$ cat config.mk
export PLATFORM = sky130hd
export DESIGN_NAME = buffer_wr_arbiter
export DESIGN_NICKNAME = d
export VERILOG_FILES = /design/src/rtl/buffer_pkg.sv /design/src/rtl/rr_priority_enc.sv /design/src/rtl/buffer_wr_arbiter.sv
export SDC_FILE = /design/constraint.sdc
export NUM_CORES = 1
export LEC_CHECK = 0
export ABC_AREA = 0
export ABC_CLOCK_PERIOD_IN_PS = 3700
export CORE_MARGIN = 2
export CORE_UTILIZATION = 35
export CTS_BUF_LIST = sky130_fd_sc_hd__clkbuf_4
export CTS_CLUSTER_DIAMETER = 120
export DETAILED_ROUTE_END_ITERATION = 8
export GPL_TIMING_DRIVEN = 0
export PLACE_DENSITY = 0.86
export RECOVER_POWER = 25
export SKIP_LAST_GASP = 1
export SLEW_MARGIN = 25
export SYNTH_ARGS = -nofsm -noshare
export SYNTH_HDL_FRONTEND = slang
export SYNTH_SLANG_ARGS = --single-unit
$ cat constraint.sdc
create_clock -name clk_w -period 3.7 [get_ports clk_w]
set_input_delay 0.74 -clock clk_w [delete_from_list [all_inputs] [get_ports clk_w]]
set_output_delay 0.74 -clock clk_w [all_outputs]
set_load 0.03 [all_outputs]
$ cat src/rtl/buffer_pkg.sv
// Shared definitions for the FIFO buffer and its write-side arbiter.
package buffer_pkg;

   localparam int unsigned BIT_WIDTH = 16;

   localparam logic [0:0] ST_IDLE  = 1'b0;
   localparam logic [0:0] ST_GRANT = 1'b1;

   // Never returns less than 1 so that derived vector widths stay legal.
   function automatic int unsigned clog2(input int unsigned v);
      int unsigned r;
      r = 0;
      while ((32'd1 << r) < v) r++;
      return (r == 0) ? 1 : r;
   endfunction

endpackage

$ cat src/rtl/rr_priority_enc.sv
// Round-robin priority encoder: first set request at or after rr_ptr_i, wrapping.
module rr_priority_enc #(
   parameter int unsigned n_req = 4,
   parameter int unsigned id_w  = 2
) (
   input  logic [n_req-1:0] req_i,
   input  logic [id_w-1:0]  rr_ptr_i,
   output logic             found_o,
   output logic [id_w-1:0]  index_o
);

   always_comb begin
      found_o = 1'b0;
      index_o = '0;
      for (int unsigned k = 0; k < n_req; k++) begin
         if (!found_o && req_i[(32'(rr_ptr_i) + k) % n_req]) begin
            found_o = 1'b1;
            index_o = id_w'((32'(rr_ptr_i) + k) % n_req);
         end
      end
   end

endmodule

$ cat src/rtl/buffer_wr_arbiter.sv
// Round-robin burst arbiter sharing the buffer write port among n_req producers.
module buffer_wr_arbiter
   import buffer_pkg::*;
#(
   parameter  int unsigned n_req     = 4,
   parameter  int unsigned bit_width = BIT_WIDTH,
   parameter  int unsigned burst_len = 4,
   localparam int unsigned id_w      = clog2(n_req)
) (
   input  logic                       clk_w,
   input  logic                       rst,
   input  logic [n_req-1:0]           req,
   input  logic [n_req*bit_width-1:0] data_in,
   input  logic                       full,
   output logic [n_req-1:0]           ack,
   output logic                       load,
   output logic [bit_width-1:0]       data_out,
   output logic [id_w-1:0]            grant_id,
   output logic                       busy
);

   localparam int unsigned cnt_w = clog2(burst_len);

   logic [0:0]       state_q, state_d;
   logic [id_w-1:0]  rr_ptr_q, rr_ptr_d;
   logic [id_w-1:0]  owner_q, owner_d;
   logic [cnt_w-1:0] cnt_q, cnt_d;

   logic             found;
   logic [id_w-1:0]  pick;
   logic [n_req-1:0] owner_oh;
   logic             own_req;
   logic             xfer;
   logic [bit_width-1:0] sel_word;

   rr_priority_enc #(
      .n_req (n_req),
      .id_w  (id_w)
   ) u_enc (
      .req_i    (req),
      .rr_ptr_i (rr_ptr_q),
      .found_o  (found),
      .index_o  (pick)
   );

   assign owner_oh = n_req'(1) << owner_q;
   assign own_req  = |(req & owner_oh);
   // rst gating keeps the buffer from loading in a cycle that is being reset
   assign xfer     = (state_q == ST_GRANT) && own_req && !full && !rst;

   always_comb begin
      sel_word = '0;
      for (int unsigned i = 0; i < n_req; i++) begin
         if (owner_q == id_w'(i)) sel_word = data_in[i*bit_width +: bit_width];
      end
   end

   always_comb begin
      state_d  = state_q;
      rr_ptr_d = rr_ptr_q;
      owner_d  = owner_q;
      cnt_d    = cnt_q;
      if (state_q == ST_IDLE) begin
         if (found) begin
            owner_d = pick;
            cnt_d   = '0;
            state_d = ST_GRANT;
         end
      end else if (!own_req || (xfer && cnt_q == cnt_w'(burst_len - 1))) begin
         rr_ptr_d = (owner_q == id_w'(n_req - 1)) ? '0 : owner_q + 1'b1;
         state_d  = ST_IDLE;
      end else if (xfer) begin
         cnt_d = cnt_q + 1'b1;
      end
   end

   always_ff @(posedge clk_w) begin
      if (rst) begin
         state_q  <= ST_IDLE;
         rr_ptr_q <= '0;
         owner_q  <= '0;
         cnt_q    <= '0;
      end else begin
         state_q  <= state_d;
         rr_ptr_q <= rr_ptr_d;
         owner_q  <= owner_d;
         cnt_q    <= cnt_d;
      end
   end

   assign load     = xfer;
   assign ack      = xfer ? owner_oh : '0;
   assign data_out = xfer ? sel_word : '0;
   assign grant_id = owner_q;
   assign busy     = (state_q == ST_GRANT);

endmodule

Word level (Yosys, flattened, before mapping)

Cells that the tools add are included.

Register bits: 7
Input bits: 71
Output and inout bits: 24
Logic and storage cells: 72

$add $sub $neg: 5
Order comparisons: 4
Eq/ne operators: 6
Shift-type cells: 1
Multiplexer cells: 30
Bitwise gates (word level): 2
Reductions and logical operators: 20

Operator list:

| cell                                                        | number |
|---|---|
| 2-to-1 mux 16 bit                                           | 5 |
| 2-to-1 mux 2 bit                                            | 9 |
| less-than comparator 2 x 3 -> 1 bit (second input constant) | 4 |
| 2-to-1 mux 1 bit                                            | 11 |
| binary-select mux 1 bit (select 2 bit)                      | 4 |
| logical AND 1 bit                                           | 7 |
| adder 2 x 1 -> 2 bit (second input constant)                | 3 |
| == test 2 bit (second input constant)                       | 3 |
| logical NOT 1 bit                                           | 6 |
| adder 2 bit (second input constant)                         | 2 |
| bitwise AND 4 bit                                           | 1 |
| 2-to-1 mux 4 bit                                            | 1 |
| AND reduction 2 bit                                         | 2 |
| OR reduction 4 bit                                          | 1 |
| left shift 1 x 2 -> 4 bit (first input constant)            | 1 |
| AND reduction 3 bit                                         | 1 |
| == test 2 x 1 -> 1 bit (second input constant)              | 1 |
| logical NOT 2 bit                                           | 1 |
| inequality test 2 x 1 -> 1 bit (second input constant)      | 1 |
| inequality test 2 bit (second input constant)               | 1 |
| nonzero test 2 bit                                          | 1 |
| logical OR 1 bit                                            | 1 |
| NOT 1 bit                                                   | 1 |

Depth between registers and ports, before layout

Gate-level depths: netlist of run 1.

Word-level depth: 14
Depth in mapped cells: 9
Depth with buffers taken out: 6

By module

From an unflattened synthesis of run 1, not the netlist that was laid out.

Cell total of the unflattened synthesis: 195
Area total of the unflattened synthesis: 1,171.1 µm²

By module, submodules not included:

| module            | times used | cells an instance | area each (µm²) | sequential area each (µm²) |
|---|---|---|---|---|
| buffer_wr_arbiter | 1          | 180               | 1,093.5         | 140.1 |
| rr_priority_enc   | 1          | 15                | 77.6            | 0.0 |

Worst setup path after synthesis of run 1

OpenSTA, ideal clock, no wires.

Path kind: reg2out
Start point: register owner_q[1] (netlist: grant_id[1])
End point: output port data_out[2]
Data arrival time: 2.179 ns
Required time: 2.960 ns
Slack: 0.781 ns
Cell stages (with the launch flop): 10
Path buffers: 3
Cell sequence: dfxtp_1 inv_1 ha_1 buf_2 nor2b_2 buf_4 buf_6 a221oi_1 a211o_1 a21oi_1

Cells in the longest elaborated chain, start to end: 7
Elaborated cells between the ends (all ways): 15
Classes of those cells: 3 x eq/ne; 1 x shift; 5 x mux; 1 x bitwise; 5 x reduce/logical

Ends and longest elaborated chain:

| item                            | RTL line                | text |
|---|---|---|
| start: declaration              | buffer_wr_arbiter.sv:26 | `logic [id_w-1:0] owner_q, owner_d;` |
| start signal: assignment        | buffer_wr_arbiter.sv:86 | `owner_q <= owner_d;` |
| left shift 1 x 2 -> 4 bit       | buffer_wr_arbiter.sv:46 | `assign owner_oh = n_req'(1) << owner_q;` |
| bitwise AND 4 bit               | buffer_wr_arbiter.sv:47 | `assign own_req = \|(req & owner_oh);` |
| OR reduction 4 bit              | buffer_wr_arbiter.sv:47 |  |
| logical AND 1 bit (3 in series) | buffer_wr_arbiter.sv:49 | `assign xfer = (state_q == ST_GRANT) && own_req && !full && !rst;` |
| 2-to-1 mux 16 bit *             | buffer_wr_arbiter.sv:93 | `assign data_out = xfer ? sel_word : '0;` |
| end: declaration                | buffer_wr_arbiter.sv:17 | `output logic [bit_width-1:0] data_out,` |

Every way passes the cells marked *; elsewhere a longest branch is shown, timed or not.

Final worst setup path of run 1

Start point: input port req[2]
End point: output port data_out[14]

Cells in the longest elaborated chain, start to end: 6

Ends and longest elaborated chain:

| item                            | RTL line                | text |
|---|---|---|
| start: declaration              | buffer_wr_arbiter.sv:12 | `input logic [n_req-1:0] req,` |
| bitwise AND 4 bit               | buffer_wr_arbiter.sv:47 |  |
| OR reduction 4 bit              | buffer_wr_arbiter.sv:47 |  |
| logical AND 1 bit (3 in series) | buffer_wr_arbiter.sv:49 |  |
| 2-to-1 mux 16 bit               | buffer_wr_arbiter.sv:93 |  |

No other way between the ends.

==> flow_summary_export.csv, run 1 <==
group,metric,value,unit
clock_network,cts_root_buf,"clkbuf_4",
sta,fmaxAchievable,0.279,GHz
placed_design,hpwlAfterDp,3.40,mm
sta,finalMaxSlewViolations,0,
critical_path,critical_path_peak_fanout,9,
floorplanning,design.die.area,3780,sq um
global_route,grt_max_degree,11,
final_layout,finish.net_count,333,
critical_path,worstSetupStartpointType,"input pin",
floorplanning,design.core.area,3100,sq um
yosys,synth_seq_cells,7,
sta,skew,2.23,ps
global_route,globalRouteOverflowTotal,0,
sta,timing.max_slew.rel_slack,57.1,%
sta,hold_violations,0,
placed_design,globalplace.congestion,0.851,
critical_path,timing.setup.critical_path_class,"input pin to output pin",
floorplanning,design.portCount,95,
yosys,synth-warning-count,0,
final_layout,multi_input_area,822,sq um
yosys,synthDistinctLibCells,39,
sta,post-route-period-util,96.9,%
critical_path,worst_r2r_path_depth,8,
detailed_routing,wire_per_inst,14.6,microns
yosys,synth_top_cell_area_share,13.6,%
floorplanning,die_w,61.5,microns
placed_design,port_buffers,94,
final_layout,drive_gt1_share,7.42,%
yosys,postSynthAreaPerCell,7.32,sq um
pwr,power.static_leakage,1.07,nW
global_route,grt_usage,22.3,%
critical_path,cp_data_required_time,2960,ps
run,maxCapViolCount,0,
clock_network,cts.repair_timing.setup_buffer_count,0,
detailed_routing,drt-pass1-iter-count,4,
yosys,synth_top_cells_by_area,"a221oi_1 14%, a211o_1 12%, dfxtp_1 12%",
clock_network,hold_buffers,0,
detailed_routing,drt-initial-drc-count,72,
clock_network,clock_tree.buffer_depth,2,
pwr,power_density,219,nW/um^2
global_route,antenna_found_initial,0,
critical_path,timing.critical_path.to_type,"output pin",
worst_hold_path,worst_hold_path_type,"flip-flop to flip-flop",
placed_design,post_place_instance_area,2150,sq um
yosys,synth_sequential_area_ratio,12.1,%
worst_hold_path,worst_hold_path.num_cells,1,
clock_network,clock_slew_at_the_register_clock_pins_of_the_worst_setup_and_hold_paths,50,ps
detailed_routing,route.vias.total,1561,
placed_design,dp_worst_setup_slack,56.9,ps
final_layout,fill_cells,289,
critical_path,worst_ep_arrival_time,2850,ps
clock_network,cts_inserted_buffers,3,
detailed_routing,routed_wl,4.38,mm
detailed_routing,detail-route-antenna-nets,0,
clock_network,clock_insertion_delay_worst_skew,250,ps
final_layout,stdcell_area,2190,sq um
detailed_routing,route.detailed.vias_per_inst,5.20,
floorplanning,placement_rows,20,
detailed_routing,drt_drc_violations_left,0,
sta,final.setup.worst_slack,113,ps
clock_network,cts.sinks,7,
status,outcome,"finished, final reports clean",
pwr,peakVddDrop,160,uV
global_route,grt_first_pass_wirelength,6.33,mm
yosys,synth_top_area_cell,"a221oi_1",
sta,max_slew.worst_pin.slew,637,ps
final_layout,sequential_cell_area,140,sq um
yosys,mappedNetlistNets,234,
sta,grt_setup_unrepaired,"false",
global_route,vias_in_the_first_global_route,1463,
clock_network,cts_tree,"built",
floorplanning,die_y_extent,61.5,microns
final_layout,area.growth.synth_to_final,89.2,%
final_layout,diodes,0,
yosys,synthCells,158,
clock_network,h-tree-depth,1,
floorplanning,floorplan.initialDensity,37.3,%
sta,setup_viol,0,
yosys,netlist_area_before_placement,1160,sq um
sta,post-route-min-period,3590,ps
sta,finalSetupTns,0,ps
==> report_power, final <==
| group | total (W) | internal (W) | switching (W) |
|---|---|---|---|
| sequential | 0.0000930 | 0.0000828 | 0.0000102 |
| clock | 0.0000756 | 0.0000484 | 0.0000272 |
| combinational | 0.000311 | 0.000174 | 0.000137 |
==> layout make-up <==
class | instances | area share (%)
Sequential cell | 7 | 6.41
Clock buffer | 4 | 1.37
Multi-Input combinational cell | 113 | 37.6
Tap cell | 44 | 2.52
Timing Repair Buffer | 94 | 44.1
Buffer | 15 | 4.12
Inverter | 23 | 3.95
==> layout by cell type, fill, tap and decap left out, types with 4 or more instances in the layout <==
cell type / Yosys / final
clkdlybuf4s50_1: 0 / 81
inv_1: 23 / 23
a221oi_1: 18 / 18
nand2_1: 17 / 17
a21oi_1: 17 / 17
a211o_1: 16 / 16
dlymetal6s2s_1: 0 / 9
dfxtp_1: 7 / 7
buf_2: 5 / 5
clkbuf_1: 5 / 5
ha_1: 5 / 5
and3_1: 4 / 4
clkbuf_4: 0 / 4
dlygate4sd3_1: 0 / 4
==> worst paths after layout <==
check	slack [ps]	start	endpoint
worst max-delay path	110	req[2]	data_out[14]
worst min-delay path	480	cnt_q[0]	cnt_q[0]
worst max register to register	1750	grant_id[0]	cnt_q[1]
worst min register to register	480	cnt_q[0]	cnt_q[0]
==> kinds of logic (layout without fill, tap and decap cells) <==
kind of cell | Yosys count | after routing | synth area share [%]
compound gates | 63 | 63 | 41.5
simple gates | 42 | 42 | 22.7
buf+inv | 38 | 136 | 15.3
flops | 7 | 7 | 12.1
fa+ha+maj | 5 | 5 | 5.41
mux | 3 | 3 | 3.03
==> per-stage QoR <==
step / total power (W) / util, % / instances / hold WS, ps
floorplan: 0.000276 / - / 158 / 434
global placement: 0.000405 / 69.4 / 296 / 460
detailed placement: 0.000410 / 69.4 / 296 / 472
CTS: 0.000486 / 70.3 / 300 / 473
global route: 0.000514 / 70.5 / 300 / 506
finish: 0.000480 / 70.5 / 300 / 477
==> worst max-delay path, cell delays in order <==
cell	delay, ps
dlygate4sd3_1	690
a22oi_1	180
a21bo_1	230
buf_6	150
a21oi_1	160
clkdlybuf4s50_1	700
==> synthesized netlist by cell type <==
cell type,n
a211o_1,16
a211oi_1,1
a21bo_1,1
a21boi_0,1
a21oi_1,17
a221oi_1,18
a22o_1,1
a22oi_1,2
a31oi_1,1
and2_4,1
and2b_1,1
and3_1,4
buf_2,5
buf_4,1
buf_6,3
clkbuf_1,5
clkbuf_2,1
dfxtp_1,7
ha_1,5
inv_1,23
mux2_4,1
mux2i_1,2
nand2_1,17
nand2b_1,2
nand3_1,1
nor2_1,3
nor2_8,1
nor2b_1,2
nor2b_2,1
nor3_1,3
nor3b_1,2
nor3b_4,1
nor4_4,1
nor4b_1,1
o21ai_0,2
o311a_1,1
o31ai_2,1
o32ai_1,1
or3b_1,1
==> routing by layer <==
metal	GRT usage, %	share of wire, %	vias to the layer above
met4	9.42	1.4	0
met1	27.5	40	691
li1	-	-	781
met5	0	0	-
met2	38.8	50	83
met3	2.94	8.8	6
==> repair_timing <==
item,4_1_cts,5_1_grt
setup endpoints to repair,0,9
resized for setup,0,9
endpoints found under the hold margin,0,0
==> state kept, by name, indices dropped and copies added (netlist names) <==
signal	cells
busy	1
cnt_q	2
grant_id	2
rr_ptr_q	2
No activity file was read; power rests on OpenSTA's default activity.
==> run 2: changes to the inputs <==
- PLACE_DENSITY: 0.86 -> 0.85
- SYNTH_HIERARCHICAL: default -> 1
==> run 2 against run 1 <==
Sequential share of layout area about the same. Highest routed layer unchanged. Sequential power down 4.9%. Hold slack better by 6.6 ps. Critical endpoint is now data_out[6]. Design area down 0.23%. Total power down 13%. Clock skew up 1.6 ps. Final cell count up 13%.
==> flow_summary_export.csv, run 2 <==
group,metric,value,unit
floorplanning,placement_rows,21,
critical_path,endpoint,"data_out[6]",
critical_path,r2r_setup_slack,1870,ps
yosys,synth_top_cell_area_share,17.1,%
placed_design,globalplace.congestion,0.811,
critical_path,timing.rr.start,"grant_id[0]",
yosys,synth_sequential_area_ratio,12.0,%
run,maxCapViolCount,0,
sta,finalSetupTns,0,ps
status,outcome,"finished, final reports clean",
floorplanning,design.portCount,95,
placed_design,hpwlAfterDp,3.66,mm
critical_path,timing.setup.critical_path_class,"input pin to output pin",
critical_path,timing.critical_path.to_type,"output pin",
final_layout,diodes,0,
pwr,power.internal,0.000267,W
global_route,grt_usage,22.5,%
placed_design,port_buffers,93,
global_route,vias_in_the_first_global_route,1389,
sta,fmaxAchievable,0.287,GHz
global_route,grt_first_pass_wirelength,6.60,mm
clock_network,clock_tree.buffer_depth,2,
final_layout,multi_input_area,836,sq um
sta,post-route-min-period,3490,ps
yosys,leading_cell_types_by_count_after_synthesis,"40 x a21oi_1, 24 x inv_1, 23 x nor2_1, 17 x nand2_1, 17 x o21ai_0",
critical_path,cp.buffers_inverters,3,
pwr,peakVddDrop,144,uV
final_layout,finish.net_count,369,
critical_path,cp_num_cells,6,
detailed_routing,met2RoutedLength,2.24,mm
critical_path,worstSetupStartpointType,"input pin",
pwr,pwr-share-seq,21.1,%
critical_path,crit_path_max_incr_delay,600,ps
yosys,mappedNetlistNets,271,
critical_path,highest_delay_cell_along_the_critical_path,"clkdlybuf4s50_1",
placed_design,placed_cells,334,
yosys,yosys.cell_count.top_type,"a21oi_1",
detailed_routing,routed-wl-met3,322,microns
worst_hold_path,worst_hold_path_type,"flip-flop to flip-flop",
critical_path,cp_data_required_time,2960,ps
critical_path,crit_path_frequent_cell,"clkdlybuf4s50_1",
final_layout,final_cell_mix,"91 x clkdlybuf4s50_1, 40 x a21oi_1, 24 x nor2_1, 24 x inv_1",
clock_network,cts_root_buf,"clkbuf_4",
clock_network,clock_insertion_delay_worst_skew,250,ps
critical_path,cp_cell_sequence,"clkdlybuf4s50_1 -> a22o_4 -> o211ai_2 -> buf_2 -> nor2_1 -> clkdlybuf4s50_1",
yosys,synth_top_area_cell,"a21oi_1",
detailed_routing,wire_per_inst,13.5,microns
floorplanning,design.core.area,3280,sq um
sta,timing.max_slew.rel_slack,67.5,%
yosys,synth_top_cells_by_area,"a21oi_1 17%, dfxtp_1 12%, a22oi_1 10%",
critical_path,worst_r2r_path_depth,7,
pwr,power.combinational.fraction,60.3,%
final_layout,final_common_cell,"clkdlybuf4s50_1",
detailed_routing,wl_on_met1,1.96,mm
floorplanning,design.die.area,3820,sq um
pwr,p_sw_share,36.4,%
sta,skew,3.86,ps
yosys,synthCells,195,
yosys,netlist_area_before_placement,1170,sq um
detailed_routing,drt-pass1-iter-count,4,
clock_network,hold_buffers,0,
critical_path,top_family_by_delay_on_critical_path,"buffers and inverters",
pwr,power.switching,0.000153,W
detailed_routing,drt-initial-drc-count,130,
critical_path,r2r-end,"rr_ptr_q[1]",
floorplanning,die_w,61.8,microns
detailed_routing,routed_wl,4.56,mm
floorplanning,floorplan.initialDensity,35.7,%
global_route,globalRouteOverflowTotal,0,
floorplanning,die_y_extent,61.8,microns
yosys,synth-warning-count,6,
final_layout,fill_cells,309,
clock_network,cts.sinks,7,
yosys,synth_seq_cells,7,
yosys,synth-edff-count,0,
yosys,postSynthAreaPerCell,6.01,sq um
final_layout,area.growth.synth_to_final,86.3,%
yosys,synthFlopType,"dfxtp_1",
pwr,clock_power_share,18.6,%
sta,post-route-period-util,94.3,%
pwr,power_density,192,nW/um^2
clock_network,cts.repair_timing.setup_buffer_count,0,
yosys,synth-async-reset-ratio,0,%
sta,setup_viol,0,
detailed_routing,route.detailed.vias_per_inst,4.97,
detailed_routing,detail-route-antenna-nets,0,
final_layout,final-instance-count-excl-fill,338,
critical_path,timing.critical_path.from,"req[2]",
clock_network,ctsResizeCount,0,
sta,hold_violations,0,
sta,finalMaxSlewViolations,0,
clock_network,cts_inserted_buffers,3,
clock_network,h-tree-depth,1,
clock_network,cts_tree,"built",
detailed_routing,drt_drc_violations_left,0,
clock_network,clock_slew_at_the_register_clock_pins_of_the_worst_setup_and_hold_paths,50,ps
final_layout,sequential_cell_area,140,sq um
global_route,antenna_found_initial,0,
sta,max_slew.worst_pin.slew,487,ps
critical_path,worst_ep_arrival_time,2750,ps
yosys,synthDistinctLibCells,31,
critical_path,critical_path_peak_fanout,10,
sta,grt_setup_unrepaired,"false",
detailed_routing,route.vias.total,1680,
global_route,grt_max_degree,11,
final_layout,drive_gt1_share,5.48,%
pwr,power.static_leakage,0.922,nW
detailed_routing,highest_layer,"met4",
[run 2: cell type report]
| cell class | count | area share, % |
|---|---|---|
| buffer | 17 | 4.13 |
| clock buffer | 4 | 1.38 |
| inverter | 26 | 4.47 |
| multi-input combinational | 145 | 38.3 |
| sequential | 7 | 6.42 |
| tap | 46 | 2.64 |
| timing repair buffer | 93 | 42.7 |
[run 2: how the worst min path moves through the flow]
stage	start	end	slack, ps	cells past startpoint
after global placement	cnt_q[0]	cnt_q[0]	480	1
after floorplan	cnt_q[0]	cnt_q[0]	450	1
after global routing	cnt_q[0]	cnt_q[0]	520	1
final	cnt_q[0]	cnt_q[0]	480	1
after CTS	cnt_q[0]	cnt_q[0]	480	1
after detailed placement	cnt_q[0]	cnt_q[0]	480	1
[run 2: metrics by stage]
step | setup slack (ps) | hold slack, ps | area, sq um | util [%] | total power, W
floorplan | 1070 | 449 | 1170 | - | 0.000227
global placement | 217 | 475 | 2160 | 65.8 | 0.000341
detailed placement | 196 | 476 | 2160 | 65.8 | 0.000345
CTS | 200 | 483 | 2190 | 66.7 | 0.000423
global route | 113 | 516 | 2180 | 66.4 | 0.000454
finish | 212 | 483 | 2180 | 66.4 | 0.000419
[run 2: logic make-up (layout without fill, tap and decap cells)]
kind of cell    Yosys count  after routing  synth area share [%]
simple gates             54             54                  20.7
flops                     7              7                  12.0
buf+inv                  43            140                  16.0
compound gates           84             84                  44.0
fa+ha+maj                 5              5                  5.34
mux                       2              2                  1.92
[run 2: per-layer routing]
metal  global-route usage [%]  vias to the layer above
li1                         -                      865
met1                     30.6                      758
met2                     38.3                       53
met3                     3.52                        4
met4                     3.34                        0
met5                        0                        -
[run 2: power by group through the flow]
stage                      clock, W  combinational (W)  sequential, W
final                     0.0000781           0.000253      0.0000884
after global routing      0.0000859           0.000278      0.0000894
after CTS                 0.0000798           0.000255      0.0000885
after detailed placement          0           0.000255      0.0000901
after global placement            0           0.000251      0.0000898
after floorplan                   0           0.000133      0.0000941
